--- src/rtl/sp_ram_burst_reader.sv ---
// ============================================================================
// Module   : sp_ram_burst_reader
// Brief    : Burst read master for sp_ram_v1 with credit-limited issue and a
//            return buffer feeding a valid/ready stream.
// Revision : 1.0 - initial release
// ============================================================================
`default_nettype none

module sp_ram_burst_reader #(
   parameter int AW      = 4,
   parameter int DW      = 4,
   parameter int LATENCY = 2,
   parameter int DEPTH   = LATENCY + 1
) (
   input  logic          clk,
   input  logic          rst,
   input  logic          start,
   input  logic [AW-1:0] base_addr,
   input  logic [AW:0]   len,
   output logic          busy,
   output logic          done,
   output logic          ram_we,
   output logic [AW-1:0] ram_addr,
   output logic [DW-1:0] ram_din,
   input  logic [DW-1:0] ram_dout,
   output logic          m_valid,
   input  logic          m_ready,
   output logic [DW-1:0] m_data,
   output logic          m_last
);

   localparam int c_CW = $clog2(DEPTH + 1);
   localparam int c_PW = (DEPTH > 1) ? $clog2(DEPTH) : 1;

   typedef enum logic [1:0] {
      S_IDLE  = 2'd0,
      S_ISSUE = 2'd1,
      S_DRAIN = 2'd2,
      S_DONE  = 2'd3
   } state_t;

   state_t            r_state;
   state_t            w_next;
   logic [AW:0]       r_len;
   logic [AW:0]       r_issued;
   logic [AW:0]       r_beats;
   logic [LATENCY-1:0] r_pipe;
   logic [DW-1:0]     r_mem [DEPTH];
   logic [c_PW-1:0]   r_wptr;
   logic [c_PW-1:0]   r_rptr;
   logic [c_CW-1:0]   r_count;
   logic [c_CW-1:0]   w_inflight;
   logic [c_CW:0]     w_outstanding;
   logic              w_credit;
   logic              w_issue;
   logic              w_beat;
   logic              w_capture;

   assign ram_we  = 1'b0;
   assign ram_din = '0;

   assign m_valid = (r_count != '0);
   assign m_data  = r_mem[r_rptr];
   assign m_last  = m_valid && (r_beats == r_len - 1'b1);

   assign w_beat    = m_valid && m_ready;
   assign w_capture = r_pipe[LATENCY-1];

   always_comb begin
      w_inflight = '0;
      for (int i = 0; i < LATENCY; i++) begin
         w_inflight = w_inflight + c_CW'(r_pipe[i]);
      end
   end

   // A beat this cycle frees a slot, which keeps a full-rate burst from stalling.
   assign w_outstanding = {1'b0, r_count} + {1'b0, w_inflight};
   assign w_credit      = (w_outstanding - {{c_CW{1'b0}}, w_beat}) < (c_CW + 1)'(DEPTH);
   assign w_issue       = (r_state == S_ISSUE) && w_credit;

   always_ff @(posedge clk or posedge rst) begin
      if (rst) begin
         r_state <= S_IDLE;
      end else begin
         r_state <= w_next;
      end
   end

   always_comb begin
      w_next = r_state;
      busy   = (r_state != S_IDLE);
      done   = 1'b0;
      case (r_state)
         S_IDLE: begin
            if (start) begin
               w_next = (len == '0) ? S_DONE : S_ISSUE;
            end
         end
         S_ISSUE: begin
            if (w_issue && (r_issued == r_len - 1'b1)) begin
               w_next = S_DRAIN;
            end
         end
         S_DRAIN: begin
            if (w_beat && m_last) begin
               w_next = S_DONE;
            end
         end
         S_DONE: begin
            done   = 1'b1;
            w_next = S_IDLE;
         end
         default: w_next = S_IDLE;
      endcase
   end

   always_ff @(posedge clk or posedge rst) begin
      if (rst) begin
         r_len    <= '0;
         r_issued <= '0;
         r_beats  <= '0;
         ram_addr <= '0;
      end else begin
         if ((r_state == S_IDLE) && start) begin
            r_len    <= len;
            r_issued <= '0;
            r_beats  <= '0;
            ram_addr <= base_addr;
         end else begin
            if (w_issue) begin
               ram_addr <= ram_addr + 1'b1;
               r_issued <= r_issued + 1'b1;
            end
            if (w_beat) begin
               r_beats <= r_beats + 1'b1;
            end
         end
      end
   end

   // One tag per issued read; the tag leaving the last stage marks valid ram_dout.
   generate
      if (LATENCY == 1) begin : g_pipe_single
         always_ff @(posedge clk or posedge rst) begin
            if (rst) begin
               r_pipe <= '0;
            end else begin
               r_pipe <= w_issue;
            end
         end
      end else begin : g_pipe_multi
         always_ff @(posedge clk or posedge rst) begin
            if (rst) begin
               r_pipe <= '0;
            end else begin
               r_pipe <= {r_pipe[LATENCY-2:0], w_issue};
            end
         end
      end
   endgenerate

   always_ff @(posedge clk or posedge rst) begin
      if (rst) begin
         r_wptr  <= '0;
         r_rptr  <= '0;
         r_count <= '0;
         for (int i = 0; i < DEPTH; i++) begin
            r_mem[i] <= '0;
         end
      end else begin
         if (w_capture) begin
            r_mem[r_wptr] <= ram_dout;
            r_wptr        <= (r_wptr == c_PW'(DEPTH - 1)) ? '0 : r_wptr + 1'b1;
         end
         if (w_beat) begin
            r_rptr <= (r_rptr == c_PW'(DEPTH - 1)) ? '0 : r_rptr + 1'b1;
         end
         r_count <= r_count + c_CW'(w_capture) - c_CW'(w_beat);
      end
   end

endmodule

`default_nettype wire
--- config.mk ---
export PLATFORM = sky130hd
export DESIGN_NAME = sp_ram_burst_reader
export DESIGN_NICKNAME = d
export VERILOG_FILES = /design/src/rtl/sp_ram_burst_reader.sv
export SDC_FILE = /design/constraint.sdc
export NUM_CORES = 1
export LEC_CHECK = 0
export ABC_CLOCK_PERIOD_IN_PS = 3190
export CORE_ASPECT_RATIO = 1.1
export CORE_MARGIN = 2
export CORE_UTILIZATION = 25
export DETAILED_ROUTE_END_ITERATION = 8
export DONT_BUFFER_PORTS = 1
export PLACE_DENSITY_LB_ADDON = 0.12
export SLEW_MARGIN = 20
export SYNTH_ARGS = -nofsm -noshare
export SYNTH_HDL_FRONTEND = slang
export SYNTH_SLANG_ARGS = --single-unit
--- constraint.sdc ---
create_clock -name clk -period 3.19 [get_ports clk]
set_input_delay 0.638 -clock clk [delete_from_list [all_inputs] [get_ports clk]]
set_output_delay 0.638 -clock clk [all_outputs]
set_load 0.005 [all_outputs]
==> flow_summary.yaml <==
cts:
  cts_buffers: 5
  root_buffer: "clkbuf_8"
  post_cts_buffers: 0
  clk_pin_slew_ns: 0.09
  ctsHtreeMaxLevel: 2
  clock_latency_ns: 0.29
  cts_tree: "yes"
  numClockSinks: 41
  clockBufferDepth: 2
  cts_hold_buf: 0
synthesis:
  ys_seq_elements: 41
  synthFlopType: "dfrtp_1"
  async_reset_ff_frac: 1.000
  avgSynthCellArea_sq_um: 10.26
  synth-edff-count: 0
  syn_area_sq_um: 2236
  ys_types: 36
  syn_inst: 218
  yosys_warnings: 0
  ys_seq_area_frac: 0.4589
timing:
  relSlewSlack: 0.4494
  final.min_clock_period_ns: 2.900
  fin_crit_sh: 0.9090
  fin_skew_ns: 0.007403
  final-setup-viol-count: 0
  setup_tns_ns: 0
  max_freq_ghz: 0.3448
  slew_viol_final: 0
  rsz0062_at_grt: "false"
  final-hold-violation-count: 0
  worstMarginPinSlew_ns: 0.8196
  fin_ws_ns: 0.2902
setup_path:
  critPathLaunch: "r_count[1]$_DFF_PP0_"
  crit_arrival_ns: 3.12
  required_ns: 3.41
  endpoint_kind: "register"
  reg2reg_from: "r_count[1]$_DFF_PP0_"
  cp_max_fo: 3
  path_cells: "inv_2 > nand2_1 > nand2_1 > clkinv_1 > ha_1 > fa_1 > inv_1 > fa_1 > or2b_2 > and3_1 > nand3_1 > o22a_1 > a21oi_2 > mux2i_1"
  crit_buf_inv: 3
  crit_type: "register to register"
  cp-start-kind: "register"
  max_stage_delay_ns: 0.42
  path_delay_family: "adder cells"
  slowest_stage: "dfrtp_1"
cells_and_area:
  seq_area_sq_um: 1026
  multiInputGateArea_sq_um: 1101
  area_delta_synth_final_pct: 11.75
  fin_nets: 256
  final_cells: 340
  utilization: 0.2845
  drive_gt1_frac: 0.1327
  n_fill_cell: 939
  num_antenna_cells: 0
power:
  power.density_nw_per_um2: 999.0
  vdd.ir_drop.worst_mv: 0.3230
  power_w: 0.002496
  leakage_nw: 1.132
floorplanning:
  die_h_microns: 103.2
  rows: 36
  core-area_sq_um: 8783
  pin_count: 34
  fp.dieW_microns: 94.17
  die_area_sq_um: 9717
  start_util: 0.2546
global_route:
  gr-usage-all-layers: 0.1053
  antenna_found_initial: 0
  grt_pass1_vias: 1547
  grt_use_met3: 0.02826
  grt_max_degree: 42
  met2_usage: 0.1857
  met1_usage: 0.1270
  grt_pass1_wl_microns: 7693
  grt_overflow: 0
  grt.busiest_layer: "met2"
placement:
  dp_hpwl_microns: 3519
  routabilityCongestion: 0.6897
  place_inst: 332
  pre_cts_ws_ns: 0.2124
  numPortBuffers: 0
run:
  max_cap_violations: 0
drt:
  totalWireLength_microns: 4591
  drt-vias-per-instance: 4.241
  dr.pass1.iters: 4
  post_drt_wl_per_cell_microns: 13.50
  drc: 0
  vias: 1442
  ant_nets: 0
  drt_iter0_drc: 26
hold_path:
  hp-class: "input port to async pin"
run_status:
  status: "completed"
## final cells by class
class | instances | share of cell area
Tap cell | 114 | 0.05709
Timing Repair Buffer | 6 | 0.01803
Inverter | 17 | 0.02554
Clock buffer | 6 | 0.03305
Sequential cell | 41 | 0.4106
Clock inverter | 2 | 0.01502
Multi-Input combinational cell | 154 | 0.4407
## per-layer routing
| metal | up-vias | part of all wire |
|---|---|---|
| li1 | 726 | - |
| met1 | 681 | 0.44 |
| met2 | 33 | 0.50 |
| met3 | 2 | 0.051 |
| met4 | 0 | 0.0057 |
| met5 | - | 0 |
## through the flow
| stage | hold WS [ns] | instance area, sq um |
|---|---|---|
| final | 0.3691 | 2499 |
| after CTS | 0.3809 | 2499 |
| after global placement | 0.3580 | 2379 |
| after floorplan | 0.3537 | 2251 |
| after detailed placement | 0.3607 | 2379 |
| after global routing | 0.3887 | 2499 |
## cells in the mapped netlist (2+ instances only)
library cell / number / area share
buf_4: 6 / 0.020
nand2_1: 30 / 0.050
nor2b_1: 3 / 0.0084
xor2_1: 14 / 0.055
o21ai_0: 10 / 0.022
xnor2_1: 12 / 0.047
clkbuf_1: 4 / 0.0067
and3_1: 2 / 0.0056
a21o_1: 2 / 0.0067
nand4_1: 6 / 0.017
nand3_1: 2 / 0.0045
mux2_2: 12 / 0.060
nor2_1: 12 / 0.020
inv_1: 16 / 0.027
fa_1: 2 / 0.018
dfrtp_1: 41 / 0.46
nor3_1: 7 / 0.016
ha_1: 12 / 0.067
mux2i_1: 7 / 0.031
a21oi_1: 2 / 0.0045
## timing repair
item,in CTS,in global routing
endpoints found under the setup margin,0,2
gates resized for setup,0,1
hold endpoints to repair,0,0
## worst register-to-register path: cells and delay by family, from the launching register on
kind,cells,cell delay [ns]
AOI/OAI and AO/OA,2,0.36
adders and majority gates,3,1.04
buffers and inverters,3,0.24
DFF,1,0.42
muxes,1,0.19
and+or+nand+nor,5,0.57
## path summary, 6_finish.rpt
check | cells after the start | slack [ns] | end
hold reg to reg | 0 | 0.38 | r_pipe[1]$_DFF_PP0_
setup / recovery | 14 | 0.29 | r_state[1]$_DFFE_PP0P_
setup reg to reg | 14 | 0.29 | r_state[1]$_DFFE_PP0P_
max in group asynchronous | 2 | 2.45 | r_len[4]$_DFFE_PP0P_
hold / removal | 2 | 0.37 | r_mem[6]$_DFFE_PP0P_
min in group clk | 0 | 0.38 | r_pipe[1]$_DFF_PP0_
## placed cells by master (no fill, tap or decap), types with 3 or more instances in the layout
| cell | instances |
|---|---|
| nor2_1 | 12 |
| conb_1 | 5 |
| mux2i_1 | 7 |
| nand2_1 | 30 |
| o21ai_0 | 10 |
| buf_4 | 6 |
| inv_1 | 15 |
| clkbuf_8 | 6 |
| xnor2_1 | 12 |
| nor3_1 | 7 |
| nor2b_1 | 3 |
| xor2_1 | 14 |
| dfrtp_1 | 41 |
| mux2_2 | 12 |
| nand4_1 | 6 |
| ha_1 | 12 |
## sequential cells by signal (all words and copies together), names as in the netlist
name and cells:
r_count 2, r_pipe 2, r_len 5, r_wptr 2, ram_addr 4, r_mem 12, r_state 2, r_beats 5
r_issued 5, r_rptr 2
## report_power, final
group / switching (W) / internal (W)
clock: 0.000191 / 0.000255
sequential: 0.000224 / 0.000748
combinational: 0.000543 / 0.000536
total: 0.000958 / 0.00154
## logic make-up (layout without fill, tap and decap cells)
logic type / after synthesis / after routing / share of synthesized area
AOI/OAI and AO/OA: 20 / 20 / 0.05485
xor gates and xnor gates: 26 / 26 / 0.1018
adders and majority gates: 14 / 14 / 0.08506
buffers and inverters: 27 / 31 / 0.05540
DFF: 41 / 41 / 0.4589
muxes: 19 / 19 / 0.09178
other: 1 / 5 / 0.001677
and+or+nand+nor: 70 / 70 / 0.1505
Power figures use the tool's default switching activity.
